### config.mk
export PLATFORM = sky130hd
export DESIGN_NAME = pipe_hazard_ctl
export DESIGN_NICKNAME = d
export VERILOG_FILES = /design/src/rtl/pipe_hazard_ctl_pkg.sv /design/src/rtl/pipe_hazard_ctl_slot_pipe.sv /design/src/rtl/pipe_hazard_ctl.sv
export SDC_FILE = /design/constraint.sdc
export NUM_CORES = 1
export LEC_CHECK = 0
export BUFFER_PORTS_ARGS = -buffer_cell sky130_fd_sc_hd__buf_4
export CAP_MARGIN = 20
export CORE_MARGIN = 4
export CORE_UTILIZATION = 40
export DETAILED_ROUTE_END_ITERATION = 6
export GPL_ROUTABILITY_DRIVEN = 0
export SYNTH_ARGS = -nofsm -noshare
export SYNTH_HDL_FRONTEND = slang
export SYNTH_SLANG_ARGS = --single-unit
export TNS_END_PERCENT = 1
### constraint.sdc
create_clock -name iw_clk -period 2.4 [get_ports iw_clk]
set_input_delay 0.24 -clock iw_clk [delete_from_list [all_inputs] [get_ports iw_clk]]
set_output_delay 0.24 -clock iw_clk [all_outputs]
set_load 0.02 [all_outputs]
### src/rtl/pipe_hazard_ctl_pkg.sv
`default_nettype none
// ============================================================================
// Module      : pipe_hazard_ctl_pkg
// Description : Shared constants for the pipeline hazard/flush controller:
//               scoreboard depth, FSM state encodings, stall counter width
//               and the saturating-increment helper.
// Revision    : 1.0 - initial release
// ============================================================================
package pipe_hazard_ctl_pkg;

    // Scoreboard slots: S0 = EX, S1 = MEM, S2 = WB
    localparam int NUM_SLOTS   = 3;

    // Stall counter width
    localparam int STALL_CNT_W = 16;

    // FSM state encodings (exported on ow_state)
    localparam logic [1:0] ST_RUN   = 2'd0;
    localparam logic [1:0] ST_FLUSH = 2'd1;

    // Increment that sticks at all-ones instead of wrapping
    function automatic logic [STALL_CNT_W-1:0] sat_inc(input logic [STALL_CNT_W-1:0] v);
        return (v == {STALL_CNT_W{1'b1}}) ? v : v + 1'b1;
    endfunction

endpackage : pipe_hazard_ctl_pkg
`default_nettype wire

### src/rtl/pipe_hazard_ctl_slot_pipe.sv
`default_nettype none
// ============================================================================
// Module      : pipe_hazard_ctl_slot_pipe
// Description : Three-slot in-flight write scoreboard (EX, MEM, WB). Shifts
//               every cycle; S0 captures the ID instruction when i_load is
//               high, otherwise becomes a bubble.
// Ports       : i_clk/i_rst_n      clock, async active-low reset
//               i_load             capture ID fields into S0
//               i_gp_we/i_gp       ID target GP write enable / index
//               i_is_load/i_sr_we  ID is a load / writes an SR
//               i_src_gp/i_tgt_gp  indices to look up against the slots
//               o_src_match        per-slot GP match for i_src_gp
//               o_tgt_match        per-slot GP match for i_tgt_gp
//               o_s0_load          S0 holds a valid load
//               o_sr_pend          some valid slot writes an SR
// Revision    : 1.0 - initial release
// ============================================================================
module pipe_hazard_ctl_slot_pipe
    import pipe_hazard_ctl_pkg::*;
#(
    parameter int GP_W = 4
) (
    input  logic                 i_clk,
    input  logic                 i_rst_n,
    input  logic                 i_load,
    input  logic                 i_gp_we,
    input  logic [GP_W-1:0]      i_gp,
    input  logic                 i_is_load,
    input  logic                 i_sr_we,
    input  logic [GP_W-1:0]      i_src_gp,
    input  logic [GP_W-1:0]      i_tgt_gp,
    output logic [NUM_SLOTS-1:0] o_src_match,
    output logic [NUM_SLOTS-1:0] o_tgt_match,
    output logic                 o_s0_load,
    output logic                 o_sr_pend
);

    logic [NUM_SLOTS-1:0] r_v;
    logic [NUM_SLOTS-1:0] r_gp_we;
    logic [NUM_SLOTS-1:0] r_is_load;
    logic [NUM_SLOTS-1:0] r_sr_we;
    logic [GP_W-1:0]      r_gp [NUM_SLOTS];

    always_ff @(posedge i_clk or negedge i_rst_n) begin
        if (!i_rst_n) begin
            r_v       <= '0;
            r_gp_we   <= '0;
            r_is_load <= '0;
            r_sr_we   <= '0;
            for (int k = 0; k < NUM_SLOTS; k++) begin
                r_gp[k] <= '0;
            end
        end else begin
            // Flags are gated by i_load so a bubble never carries a stale write
            r_v       <= {r_v[NUM_SLOTS-2:0],       i_load};
            r_gp_we   <= {r_gp_we[NUM_SLOTS-2:0],   i_load & i_gp_we};
            r_is_load <= {r_is_load[NUM_SLOTS-2:0], i_load & i_is_load};
            r_sr_we   <= {r_sr_we[NUM_SLOTS-2:0],   i_load & i_sr_we};
            r_gp[0]   <= i_gp;
            for (int k = 1; k < NUM_SLOTS; k++) begin
                r_gp[k] <= r_gp[k-1];
            end
        end
    end

    for (genvar k = 0; k < NUM_SLOTS; k++) begin : g_match
        assign o_src_match[k] = r_v[k] & r_gp_we[k] & (r_gp[k] == i_src_gp);
        assign o_tgt_match[k] = r_v[k] & r_gp_we[k] & (r_gp[k] == i_tgt_gp);
    end

    assign o_s0_load = r_v[0] & r_is_load[0];
    assign o_sr_pend = |(r_v & r_sr_we);

endmodule : pipe_hazard_ctl_slot_pipe
`default_nettype wire

### src/rtl/pipe_hazard_ctl.sv
`default_nettype none
// ============================================================================
// Module      : pipe_hazard_ctl
// Description : Hazard and flush controller for the five-stage core. Stalls
//               IF/ID on load-use (or any pending GP write without
//               forwarding) and on SR read-after-write, and holds the IF/ID
//               flush for FLUSH_CYC cycles after a taken branch.
// Ports       : iw_clk/iw_rst_n    clock, async active-low reset
//               iw_id_*            ID decode fields
//               iw_ex_branch_taken EX resolved a taken branch this cycle
//               ow_stall           hold PC/IF/ID, bubble into EX
//               ow_flush           flush IF/ID latches
//               ow_state           FSM state (0 RUN, 1 FLUSH)
//               ow_stall_cnt       saturating stall-cycle count
// Revision    : 1.0 - initial release
// ============================================================================
module pipe_hazard_ctl
    import pipe_hazard_ctl_pkg::*;
#(
    parameter int GP_W      = 4,
    parameter int SR_W      = 2,
    parameter int FLUSH_CYC = 2,
    parameter int FWD_EN    = 1
) (
    input  logic                   iw_clk,
    input  logic                   iw_rst_n,
    input  logic                   iw_id_valid,
    input  logic [GP_W-1:0]        iw_id_src_gp,
    input  logic                   iw_id_src_gp_en,
    input  logic [GP_W-1:0]        iw_id_tgt_gp,
    input  logic                   iw_id_tgt_rd_en,
    input  logic                   iw_id_tgt_gp_we,
    input  logic                   iw_id_is_load,
    input  logic                   iw_id_src_sr_en,
    input  logic                   iw_id_tgt_sr_we,
    input  logic                   iw_ex_branch_taken,
    output logic                   ow_stall,
    output logic                   ow_flush,
    output logic [1:0]             ow_state,
    output logic [STALL_CNT_W-1:0] ow_stall_cnt
);

    // Remaining flush cycles after the branch cycle and the first FLUSH cycle
    localparam int                c_cnt_w      = (FLUSH_CYC > 2) ? $clog2(FLUSH_CYC - 1) : 1;
    localparam logic [c_cnt_w-1:0] c_flush_load = (FLUSH_CYC > 1) ? c_cnt_w'(FLUSH_CYC - 2) : '0;

    logic [NUM_SLOTS-1:0]   w_src_m;
    logic [NUM_SLOTS-1:0]   w_tgt_m;
    logic [NUM_SLOTS-1:0]   w_gp_match;
    logic                   w_s0_load;
    logic                   w_sr_pend;
    logic                   w_gp_hazard;
    logic                   w_sr_hazard;
    logic                   w_load;

    logic [1:0]             r_state;
    logic [1:0]             w_state_nxt;
    logic [c_cnt_w-1:0]     r_cnt;
    logic [c_cnt_w-1:0]     w_cnt_nxt;
    logic [STALL_CNT_W-1:0] r_stall_cnt;

    // ---------------------------------------------------------------- scoreboard
    assign w_load = iw_id_valid & ~ow_stall & ~ow_flush;

    pipe_hazard_ctl_slot_pipe #(
        .GP_W (GP_W)
    ) u_slots (
        .i_clk       (iw_clk),
        .i_rst_n     (iw_rst_n),
        .i_load      (w_load),
        .i_gp_we     (iw_id_tgt_gp_we),
        .i_gp        (iw_id_tgt_gp),
        .i_is_load   (iw_id_is_load),
        .i_sr_we     (iw_id_tgt_sr_we),
        .i_src_gp    (iw_id_src_gp),
        .i_tgt_gp    (iw_id_tgt_gp),
        .o_src_match (w_src_m),
        .o_tgt_match (w_tgt_m),
        .o_s0_load   (w_s0_load),
        .o_sr_pend   (w_sr_pend)
    );

    // ------------------------------------------------------------ hazard logic
    // src and tgt hits on the same slot OR together into a single hazard
    assign w_gp_match = ({NUM_SLOTS{iw_id_src_gp_en}} & w_src_m)
                      | ({NUM_SLOTS{iw_id_tgt_rd_en}} & w_tgt_m);

    if (FWD_EN != 0) begin : g_fwd
        // Forwarding covers everything except a load still in EX
        assign w_gp_hazard = w_gp_match[0] & w_s0_load;
    end else begin : g_no_fwd
        assign w_gp_hazard = |w_gp_match;
    end

    if (SR_W > 0) begin : g_sr
        // No SR forwarding: wait until the writer drains past WB
        assign w_sr_hazard = iw_id_src_sr_en & w_sr_pend;
    end else begin : g_no_sr
        assign w_sr_hazard = 1'b0;
    end

    assign ow_stall = iw_id_valid & (w_gp_hazard | w_sr_hazard) & ~ow_flush;

    // --------------------------------------------------------------------- FSM
    always_ff @(posedge iw_clk or negedge iw_rst_n) begin
        if (!iw_rst_n) begin
            r_state <= ST_RUN;
            r_cnt   <= '0;
        end else begin
            r_state <= w_state_nxt;
            r_cnt   <= w_cnt_nxt;
        end
    end

    always_comb begin
        w_state_nxt = r_state;
        w_cnt_nxt   = r_cnt;
        case (r_state)
            ST_RUN: begin
                // A single-cycle flush is fully covered by the combinational branch cycle
                if (iw_ex_branch_taken && (FLUSH_CYC > 1)) begin
                    w_state_nxt = ST_FLUSH;
                    w_cnt_nxt   = c_flush_load;
                end
            end
            ST_FLUSH: begin
                if (r_cnt == '0) begin
                    w_state_nxt = ST_RUN;
                end else begin
                    w_cnt_nxt = r_cnt - 1'b1;
                end
            end
            default: begin
                w_state_nxt = ST_RUN;
                w_cnt_nxt   = '0;
            end
        endcase
    end

    always_comb begin
        ow_flush = 1'b0;
        case (r_state)
            ST_RUN:   ow_flush = iw_ex_branch_taken;
            ST_FLUSH: ow_flush = 1'b1;
            default:  ow_flush = 1'b0;
        endcase
    end

    assign ow_state = r_state;

    // ---------------------------------------------------------- stall counter
    always_ff @(posedge iw_clk or negedge iw_rst_n) begin
        if (!iw_rst_n) begin
            r_stall_cnt <= '0;
        end else if (ow_stall) begin
            r_stall_cnt <= sat_inc(r_stall_cnt);
        end
    end

    assign ow_stall_cnt = r_stall_cnt;

endmodule : pipe_hazard_ctl
`default_nettype wire

**Word level (Yosys, flattened, before mapping)**

Index checks and enable logic that the tools add are counted.
Widths: inputs -> output; s select.

- Bits in registers: 33
- Input port bits: 18
- Output and inout port bits: 20
- Logic and storage cells: 48

- $add $sub $neg: 2
- Equality and inequality tests: 6
- Muxes and demuxes: 7
- Bitwise gates (word level): 21
- Reductions and logical operators: 4

Operator list:

| kind | count |
|---|---|
| $add 16x1->16 const B | 1 |
| $eq 16x16->1 const B | 1 |
| $and 1x1->1 | 15 |
| $eq 4x4->1 | 2 |
| $mux 2 | 2 |
| $ne 2x2->1 const B | 2 |
| $pmux 1 s2 | 2 |
| $pmux 2 s2 | 1 |
| $reduce_and 2->1 | 2 |
| $and 3x3->3 | 1 |
| $not 1->1 | 3 |
| $reduce_or 3->1 | 1 |
| $eq 2x1->1 const B | 1 |
| $logic_not 2->1 | 1 |
| $mux 1 | 2 |
| $or 1x1->1 | 2 |
| $sub 1x1->1 const B | 1 |

**Depth between registers and ports, before layout**

- Depth in word-level cells: 12
- Depth in mapped cells: 8
- Mapped depth without buffers: 7

**Modules after synthesis**

A second synthesis with hierarchy kept.

- Cells, all modules: 157
- Area total of the unflattened synthesis: 1894.3 µm²

By module, submodules not included:

| module | instances | cells an instance | area an instance (µm²) |
|---|---|---|---|
| pipe_hazard_ctl | 1 | 93 | 989.7 |
| pipe_hazard_ctl_slot_pipe | 1 | 64 | 904.6 |

**Worst setup path after synthesis**

OpenSTA, ideal clock, no wires.

- Kind: flip-flop to flip-flop
- From: reg r_stall_cnt[0], in the netlist ow_stall_cnt[0]
- To: reg r_stall_cnt[1], in the netlist ow_stall_cnt[1]
- Library setup time: 0.125 ns
- Arrival: 2.083 ns
- Data required time: 2.275 ns
- Path slack: 0.192 ns
- Stages on the path, launching flop included: 8
- Buffers on the path: 1
- Cell sequence: dfrtp_1 -> ha_1 -> nand3_1 -> or3_1 -> or3_1 -> buf_6 -> and2_4 -> mux2_4

- Longest elaborated chain between the ends: 3
- Elaborated cells between the ends (all ways): 4
- Classes of those cells: add/sub (1); eq/ne (1); bitwise (1); reduce/logical (1)

Ends and longest elaborated chain:

| element | line | text |
|---|---|---|
| start, declared | pipe_hazard_ctl.sv:60 | `logic [STALL_CNT_W-1:0] r_stall_cnt;` |
| start signal, assigned | pipe_hazard_ctl.sv:156 | `r_stall_cnt <= sat_inc(r_stall_cnt);` |
| parallel branches: the longest is 3 deep, another holds $add 16x1->16 | n/a |  |

Several ways; the timed one is not identified.
A chain may end at the register's enable or synchronous reset.

**Final worst setup path**

Ends and elaborated chain as after synthesis.

==> impl_metrics.csv <==
group,metric,value,unit
status,outcome,"complete, no violations",
finish,final_layout_size_suffix_gt1_share,33.3,%
clock_tree,cts_buffers,5,
timing,finClkSkew,0.00606,ns
floorplanning,rows,20,
worst_hold_path,hold_class,"input port to flip-flop",
job,cap_violations,0,
drt,wl_per_cell,13.3,um
yosys,synth_cell_types,35,
finish,layout_commonest_cell,"buf_4",
clock_tree,insertion_delay,0.33,ns
place,portBuffers,36,
timing,setup_viol,0,
worst_setup_path,worstPathRequired,2.62,ns
yosys,syn-instance-count,123,
yosys,synthTopCellsByArea,"dfrtp_1 (54%), xor2_1 (11%), nand3_1 (3.0%), nor2_1 (2.5%), nand2_1 (2.0%)",
pwr,p_total,948,uW
pwr,vdd_ir_drop_max,0.343,mV
yosys,ys_seq_area_share,54.1,%
yosys,avgSynthCellArea,10.9,um^2
drt,num_vias,1039,
yosys,synth_top_area_share,54.1,%
timing,drv_slew,0,
global_routing,grt_pass1_wl,4.92,mm
clock_tree,htree_levels,2,
pwr,p_leak,0.000923,uW
clock_tree,cts_buffer_depth,2,
global_routing,gr-total-overflow,0,
floorplanning,core-area,3130,um^2
yosys,synthesis.yosys.warnings,0,
floorplanning,ioPinCount,38,
timing,rsz0062_at_grt,"no",
yosys,synth_nets,142,
worst_setup_path,critPathKind,"flip-flop to flip-flop",
drt,drc_errors,0,
worst_setup_path,cp-start-kind,"flip-flop",
clock_tree,cts_root_buf,"clkbuf_4",
finish,fin_nets,186,
global_routing,antenna_found_initial,0,
clock_tree,cts.sinks,29,
floorplanning,die_area,4350,um^2
finish,final_cell_mix,"buf_4 (39), dfrtp_1 (29), xor2_1 (17), nor2_1 (8), nand3_1 (8)",
place,hpwl,2.05,mm
clock_tree,path_clk_slew,0.09,ns
yosys,yosysTopAreaCell,"dfrtp_1",
floorplanning,die_x,65.9,um
worst_setup_path,crit_arrival,2.50,ns
global_routing,grt_max_degree,30,
worst_setup_path,cp-end-kind,"flip-flop",
global_routing,grt_usage,15.0,%
drt,viasPerCell,4.90,
drt,ant_nets,0,
yosys,ys_ff_latch,29,
finish,antenna_cells,0,
timing,finalHoldViolCount,0,
timing,fin_crit_sh,95.1,%
finish,areaGrowthSynthToFinish,29.5,%
floorplanning,die_y,65.9,um
timing,fin_setup_tns,0,ns
timing,final.min_clock_period,2.28,ns
worst_setup_path,cp_max_fo,9,
drt,first_pass_iters,4,
global_routing,grt_pass1_vias,1122,
pwr,p_per_area,545,nW/um^2
drt,drt_iter0_drc,41,
yosys,syn_area,1340,um^2
clock_tree,cts_tree,"done",
drt,wirelength,2.81,mm
floorplanning,initial_utilization,42.9,%
timing,fmax,438,MHz
[worst max-delay path, stage by stage (launching register included)]
cell and delay [ns]:
dfrtp_1 0.43, ha_1 0.22, nand3_1 0.08, or3_1 0.41, or3_1 0.52, and2_4 0.23, mux2_4 0.29
[routing by layer]
layer,vias to the layer above,global-route usage [%],share of wire [%]
met2,27,23.4,46
met3,7,6.29,7.0
met1,504,18.5,45
met4,0,5.33,1.7
li1,501,-,-
met5,-,0,0
[cell families (layout without fill, tap and decap cells)]
group	count (synthesis)	after routing	synth area share (%)
simple gates	56	56	23.0
flops	29	29	54.1
xor+xnor	20	20	13.0
buf+inv	8	53	3.17
compound gates	7	7	4.38
fa+ha+maj	1	1	0.932
other cells	1	1	0.279
mux	1	1	1.12
[worst paths after layout]
| check | startpoint | to | slack, ns | depth (start not counted) |
|---|---|---|---|---|
| min in group asynchronous | iw_rst_n | u_slots.r_gp_we[0] | 0.35 | 2 |
| setup / recovery | ow_stall_cnt[0] | ow_stall_cnt[1] | 0.12 | 6 |
| hold reg to reg | u_slots.r_v[1] | u_slots.r_v[2] | 0.39 | 0 |
| hold / removal | iw_id_tgt_gp[3] | u_slots.r_gp[11] | 0.02 | 1 |
| max in group asynchronous | iw_rst_n | ow_stall_cnt[2] | 1.78 | 2 |
| setup reg to reg | ow_stall_cnt[0] | ow_stall_cnt[1] | 0.12 | 6 |
[Yosys cell counts (all sizes together)]
cell    number
or3          2
or2          1
o21ai        1
and4         1
nor3b        1
or3b         1
buf          3
nor3         4
a21oi        1
xnor2        3
a222oi       2
nor2b        1
inv          5
o2111a       1
nand2b       2
and3         7
xor2        17
and2         7
nand2        7
a211oi       1
a41o         1
nor4         2
nand4        3
mux2         1
dfrtp       29
nor2         9
nand3        8
conb         1
ha           1
[cell type report]
cell class / count / area (um^2)
fill: 289 / 1390
sequential: 29 / 726
multi-input combinational: 86 / 582
timing repair buffer: 40 / 303
tap: 44 / 55.1
clock buffer: 5 / 37.5
inverter: 5 / 18.8
clock inverter: 3 / 17.5
[stage by stage]
| step | instances | utilization [%] | instance area, um^2 | worst slack (ns) | hold slack (ns) |
|---|---|---|---|---|---|
| 4_1_cts | 210 | 55.1 | 1720 | 0.0899 | 0.00182 |
| 3_5_place_dp | 201 | 52.8 | 1650 | -0.100 | 0.187 |
| 6_report | 212 | 55.6 | 1740 | 0.118 | 0.0204 |
| 2_1_floorplan | 123 | - | 1340 | 0.192 | -0.0556 |
| 3_3_place_gp | 201 | 52.8 | 1650 | -0.0743 | 0.183 |
| 5_1_grt | 212 | 55.6 | 1740 | 0.0187 | 0.000670 |
[flip-flops by register name (all words and copies together), names as in the netlist]
signal,count
u_slots.r_sr_we,3
u_slots.r_is_load,1
u_slots.r_v,3
u_slots.r_gp,4
ow_state,1
ow_stall_cnt,16
u_slots.r_gp_we,1
[power breakdown]
part	switching, uW	internal [uW]
Combinational	59.5	59.8
Clock	182	110
Sequential	24.0	512
Total	266	682
[repair_timing]
action | in CTS | in global routing
gates resized for setup | 2 | 0
setup buffers | 0 | 2
endpoints found under the setup margin | 3 | 1
pin swaps | 0 | 1
hold buffers | 1 | 0
endpoints found under the hold margin | 29 | 0
(Power assumes the default switching activity.)
